--- src/rtl/tlb_op_ctrl_pkg.sv ---
// Shared op codes, field widths and FSM encoding for the TLB maintenance sequencer.
package tlb_op_ctrl_pkg;

  localparam int IDX_W    = 5;
  localparam int INV_OP_W = 5;
  localparam int ASID_W   = 10;
  localparam int VPN_W    = 19;

  localparam logic [2:0] TLBOP_SRCH = 3'd0;
  localparam logic [2:0] TLBOP_RD   = 3'd1;
  localparam logic [2:0] TLBOP_WR   = 3'd2;
  localparam logic [2:0] TLBOP_FILL = 3'd3;
  localparam logic [2:0] TLBOP_INV  = 3'd4;

  typedef enum logic [2:0] {
    ST_IDLE,
    ST_SRCH,
    ST_SRCH_WAIT,
    ST_EXEC,
    ST_RESP
  } tlb_state_e;

endpackage

--- src/rtl/tlb_op_ctrl_rand_gen.sv ---
// TLBFILL index source: wrapping counter, or a 5-bit LFSR when TLB_RAND_LFSR_EN is defined.
module tlb_rand_gen #(
  parameter int TLBNUM = 32
) (
  input  logic       clk,
  input  logic       rst_n,
  input  logic       hold,
  output logic [4:0] rand_index
);

`ifdef TLB_RAND_LFSR_EN
  if (TLBNUM != 32) begin : g_bad_tlbnum
    $error("tlb_rand_gen: LFSR index source requires TLBNUM == 32");
  end

  // x^5 + x^3 + 1, maximal length, never reaches zero from a nonzero seed
  always_ff @(posedge clk) begin
    if (!rst_n)     rand_index <= 5'b00001;
    else if (!hold) rand_index <= {rand_index[3:0], rand_index[4] ^ rand_index[2]};
  end
`else
  if (TLBNUM < 1 || TLBNUM > 32) begin : g_bad_tlbnum
    $error("tlb_rand_gen: TLBNUM must be in 1..32");
  end

  localparam logic [4:0] LAST = 5'(TLBNUM - 1);

  always_ff @(posedge clk) begin
    if (!rst_n)     rand_index <= '0;
    else if (!hold) rand_index <= (rand_index == LAST) ? 5'd0 : rand_index + 5'd1;
  end
`endif

endmodule

--- src/rtl/tlb_op_ctrl.sv ---
// TLB maintenance op sequencer: one op in flight, registered strobes, TLBSRCH via data port 1.
// Optional: TLB_RAND_LFSR_EN selects an LFSR instead of a counter for the fill index.
module tlb_op_ctrl
  import tlb_op_ctrl_pkg::*;
#(
  parameter int TLBNUM = 32
) (
  input  logic                clk,
  input  logic                rst_n,
  input  logic                req_valid,
  output logic                req_ready,
  input  logic [2:0]          req_op,
  input  logic [INV_OP_W-1:0] req_inv_op,
  input  logic [ASID_W-1:0]   req_inv_asid,
  input  logic [VPN_W-1:0]    req_inv_vpn,
  input  logic                flush,
  output logic                resp_valid,
  input  logic                resp_ready,
  output logic                resp_found,
  output logic [IDX_W-1:0]    resp_index,
  output logic                dport_stall,
  output logic                srch_sel,
  input  logic                tlb_data_found,
  input  logic [IDX_W-1:0]    tlb_data_index,
  output logic                tlbwr_en,
  output logic                tlbfill_en,
  output logic [IDX_W-1:0]    rand_index,
  output logic                invtlb_en,
  output logic [INV_OP_W-1:0] invtlb_op,
  output logic [ASID_W-1:0]   invtlb_asid,
  output logic [VPN_W-1:0]    invtlb_vpn,
  output logic                tlbrd_valid,
  output logic                refetch
);

  tlb_state_e state;
  logic       accept;
  logic       rand_hold;

  assign req_ready = (state == ST_IDLE) && !flush;
  assign accept    = req_valid && req_ready;
  // Freeze on the edge entering EXEC so the fill strobe sees the index shown at accept.
  assign rand_hold = accept && (req_op != TLBOP_SRCH);

  tlb_rand_gen #(.TLBNUM(TLBNUM)) u_rand (
    .clk        (clk),
    .rst_n      (rst_n),
    .hold       (rand_hold),
    .rand_index (rand_index)
  );

  always_ff @(posedge clk) begin
    if (!rst_n) begin
      state       <= ST_IDLE;
      resp_valid  <= 1'b0;
      resp_found  <= 1'b0;
      resp_index  <= '0;
      dport_stall <= 1'b0;
      srch_sel    <= 1'b0;
      tlbwr_en    <= 1'b0;
      tlbfill_en  <= 1'b0;
      invtlb_en   <= 1'b0;
      tlbrd_valid <= 1'b0;
      refetch     <= 1'b0;
      invtlb_op   <= '0;
      invtlb_asid <= '0;
      invtlb_vpn  <= '0;
    end else begin
      srch_sel    <= 1'b0;
      tlbwr_en    <= 1'b0;
      tlbfill_en  <= 1'b0;
      invtlb_en   <= 1'b0;
      tlbrd_valid <= 1'b0;
      refetch     <= 1'b0;
      case (state)
        ST_IDLE: begin
          if (accept) begin
            invtlb_op   <= req_inv_op;
            invtlb_asid <= req_inv_asid;
            invtlb_vpn  <= req_inv_vpn;
            resp_found  <= 1'b0;
            resp_index  <= '0;
            if (req_op == TLBOP_SRCH) begin
              state       <= ST_SRCH;
              srch_sel    <= 1'b1;
              dport_stall <= 1'b1;
            end else begin
              // Strobes are registered here so they are high exactly during EXEC.
              state <= ST_EXEC;
              case (req_op)
                TLBOP_RD:   tlbrd_valid <= 1'b1;
                TLBOP_WR:   begin tlbwr_en   <= 1'b1; refetch <= 1'b1; end
                TLBOP_FILL: begin tlbfill_en <= 1'b1; refetch <= 1'b1; end
                TLBOP_INV:  begin invtlb_en  <= 1'b1; refetch <= 1'b1; end
                default: ;
              endcase
            end
          end
        end
        ST_SRCH: state <= ST_SRCH_WAIT;
        ST_SRCH_WAIT: begin
          dport_stall <= 1'b0;
          resp_found  <= tlb_data_found;
          resp_index  <= tlb_data_found ? tlb_data_index : '0;
          resp_valid  <= 1'b1;
          state       <= ST_RESP;
        end
        ST_EXEC: begin
          resp_valid <= 1'b1;
          state      <= ST_RESP;
        end
        ST_RESP: begin
          if (resp_ready) begin
            resp_valid <= 1'b0;
            state      <= ST_IDLE;
          end
        end
        default: state <= ST_IDLE;
      endcase
    end
  end

endmodule

--- config.mk ---
export PLATFORM = sky130hd
export DESIGN_NAME = tlb_op_ctrl
export DESIGN_NICKNAME = d
export VERILOG_FILES = /design/src/rtl/tlb_op_ctrl_pkg.sv /design/src/rtl/tlb_op_ctrl_rand_gen.sv /design/src/rtl/tlb_op_ctrl.sv
export SDC_FILE = /design/constraint.sdc
export NUM_CORES = 1
export LEC_CHECK = 0
export ABC_AREA = 1
export CAP_MARGIN = 20
export CELL_PAD_IN_SITES_DETAIL_PLACEMENT = 0
export CELL_PAD_IN_SITES_GLOBAL_PLACEMENT = 1
export CORE_AREA = 2 2 107 78
export CTS_BUF_LIST = sky130_fd_sc_hd__clkbuf_8
export CTS_CLUSTER_DIAMETER = 40
export CTS_CLUSTER_SIZE = 8
export DETAILED_ROUTE_END_ITERATION = 6
export DIE_AREA = 0 0 109 80
export PLACE_DENSITY = 0.83
export SYNTH_ARGS = -nofsm -noshare
export SYNTH_HDL_FRONTEND = slang
export SYNTH_SLANG_ARGS = --single-unit
export TNS_END_PERCENT = 30
--- constraint.sdc ---
create_clock -name clk -period 1.7 [get_ports clk]
set_input_delay 0.34 -clock clk [delete_from_list [all_inputs] [get_ports clk]]
set_output_delay 0.34 -clock clk [all_outputs]
set_load 0.005 [all_outputs]
==> impl_results.md <==
* Share of the yosys chip area belonging to registers at 50.08%
* Library cells used by synthesis at 25
* Mapped Cells at 273
* Max FO, Critical Path at 3
* Num CTS Buffers at 5
* CTS HTree Levels at 2
* WL/cell at 12.14 µm
* Port Buffers at 101
* Tot Pwr at 3.027 mW
* Syn_area_per_cell at 8.199 µm²
* Row Count at 27
* Fin crit period at 1609 ps
* Via count at 2070
* Fraction of layout cells with a size suffix above 1 at 14.69%
* Clock-pin transition on the worst setup and hold timing paths at 100 ps
* Final Cycle Share at 94.68%
* Post-detail-place hpwl at 4282 µm
* Final net count at 437
* First-pass GRT wire length at 9542 µm
* VDD IR max at 0.4108 mV
* Clock sinks at 56
* Initial drt markers at 114
* WS Path Type: reg -> out
* Run status: finished clean
* Leakage at 1.337 nW
* RSZ-0062 raised after global routing: false
* Skew-Pair Late Insertion Delay at 300 ps
* Syn Nets at 323
* Endpoints failing hold at 0
* Min Hold Slack at 468.8 ps
* Syn. warnings at 0
* Die height at 80 µm
* Total track usage at 13.93%
* Slew @ Worst Pin at 260.5 ps
* Syn Std Cell Area at 2238 µm²
* Die W at 109 µm
* PD cells at 856.8 nW/µm²
* Starting Density at 29.19%
* Initial DRT Pass Iterations at 4
* Pin count of the biggest net entering global routing at 22
* # Max-Cap Violations at 0
* Core area at 7669 µm²
* Crit path DAT at 1270 ps
* Setup Skew at 12.68 ps
* Clock root cell: clkbuf_8
* Clock tree buffer depth at 2
* Cell Area, Placed at 3393 µm²
* Grt ovf at 0
* Fmax at 621.3 MHz
* Seq cells post-synth at 56
* Slew margin rel. at 82.59%
* Critical Path RT at 1360 ps
* DR DRC count at 0
* Io pins at 102
* Die ar. at 8720 µm²
* Critical Path Source Type: register
* Number of global-route vias before repair at 1987
* CTS tree: yes
* Crit. End Element: primary output
* Post-Route WL at 5937 µm
* Routed via count divided by cell count at 4.233
* Post-route ant nets at 0
* Final GP Congestion at 0.7424
* Post-Layout Inst Area at 3533 µm²
* # setup viols final at 0
* P&R area growth vs syn at 57.85%
* N_diodes at 0
* Antenna violations before repair at 0
* Hold Crit Class: reg -> reg
* Final Max Slew Viols at 0
## worst paths after layout
kind / startpoint / depth (start not counted) / slack [ps] / endpoint
worst max-delay path: u_rand.rand_index[0] / 2 / 90 / rand_index[0]
worst min-delay path: invtlb_asid[7] / 2 / 470 / invtlb_asid[7]
worst min register to register: invtlb_asid[7] / 2 / 470 / invtlb_asid[7]
worst max register to register: u_rand.rand_index[1] / 8 / 270 / u_rand.rand_index[2]
## kinds of logic (layout without fill, tap and decap cells)
kind of cell | count (synthesis) | count (layout) | share of synthesized area, %
buffers and inverters | 36 | 151 | 9.782
adders and majority gates | 2 | 2 | 1.118
DFF | 56 | 56 | 50.08
and+or+nand+nor | 129 | 129 | 26.10
AOI/OAI and AO/OA | 50 | 50 | 12.91
## registers in the layout, indices dropped and copies added (netlist names)
name / count
dport_stall: 1
invtlb_asid: 10
invtlb_en: 1
invtlb_op: 5
invtlb_vpn: 19
refetch: 1
resp_found: 1
resp_index: 5
resp_valid: 1
srch_sel: 1
state: 3
tlbfill_en: 1
tlbrd_valid: 1
tlbwr_en: 1
u_rand.rand_index: 5
## placed cells by master, fill, tap and decap left out, types with 8 or more instances in the layout
cell type / Yosys / routed
buf_4: 0 / 16
nand2_2: 8 / 8
inv_1: 19 / 19
clkdlybuf4s50_1: 0 / 100
nand3_1: 9 / 9
a21oi_2: 9 / 9
dfxtp_1: 56 / 53
nor2_1: 19 / 19
a21oi_1: 37 / 37
nand2_1: 83 / 83
## critical path: stages, from the launching register on
cell and delay (ps):
dfxtp_2 360, buf_4 120, clkdlybuf4s50_1 490
## cell usage after synthesis (all sizes together)
| master | instances | share of area (%) |
|---|---|---|
| nand2 | 91 | 16 |
| dfxtp | 56 | 50 |
| a21oi | 46 | 12 |
| inv | 23 | 3.9 |
| nor2 | 21 | 4.4 |
| buf | 11 | 5.6 |
| nand3 | 9 | 2.0 |
| nor3 | 4 | 1.1 |
| clkbuf | 2 | 0.34 |
| ha | 2 | 1.1 |
| nand4 | 2 | 1.2 |
| o21ai | 2 | 0.45 |
| o21bai | 2 | 0.67 |
| and3 | 1 | 0.28 |
| nor4 | 1 | 0.95 |
## repair_timing
item                       4_1_cts  5_1_grt
setup endpoints to repair        1        1
gates resized for setup          6        1
pin swaps                        1        0
hold buffers                     0        0
buffers inserted                 4        0
## stage by stage
step           std cells  util (%)  setup TNS [ps]  setup slack [ps]
2_1_floorplan        273         -               0             424.6
3_3_place_gp         477     44.25          -45.86            -45.86
3_5_place_dp         477     44.25          -44.37            -44.37
4_1_cts              489     46.06               0             27.70
5_1_grt              489     46.08               0             40.02
6_report             489     46.08               0             90.52
## area by class of cell
cell class / instances / area (µm²)
inverter: 23 / 86.33
clock buffer: 6 / 82.58
clock inverter: 2 / 11.26
tap: 101 / 126.4
fill: 759 / 4135
sequential: 56 / 1127
timing repair buffer: 120 / 1190
multi-input combinational: 181 / 909.6
## report_power, final
group	leakage, nW	total [mW]	switching, mW	internal (mW)
clock	0.0486	0.737	0.411	0.326
sequential	0.457	1.49	0.0715	1.42
combinational	0.831	0.801	0.348	0.454
## per-layer routing
metal | track usage, % | up-vias | part of all wire, %
li1 | - | 1087 | -
met1 | 18.63 | 919 | 48
met2 | 22.11 | 62 | 45
met3 | 3.673 | 2 | 6.8
met4 | 3.846 | 0 | 0.57
met5 | 0 | - | 0
(Power assumes the default switching activity.)
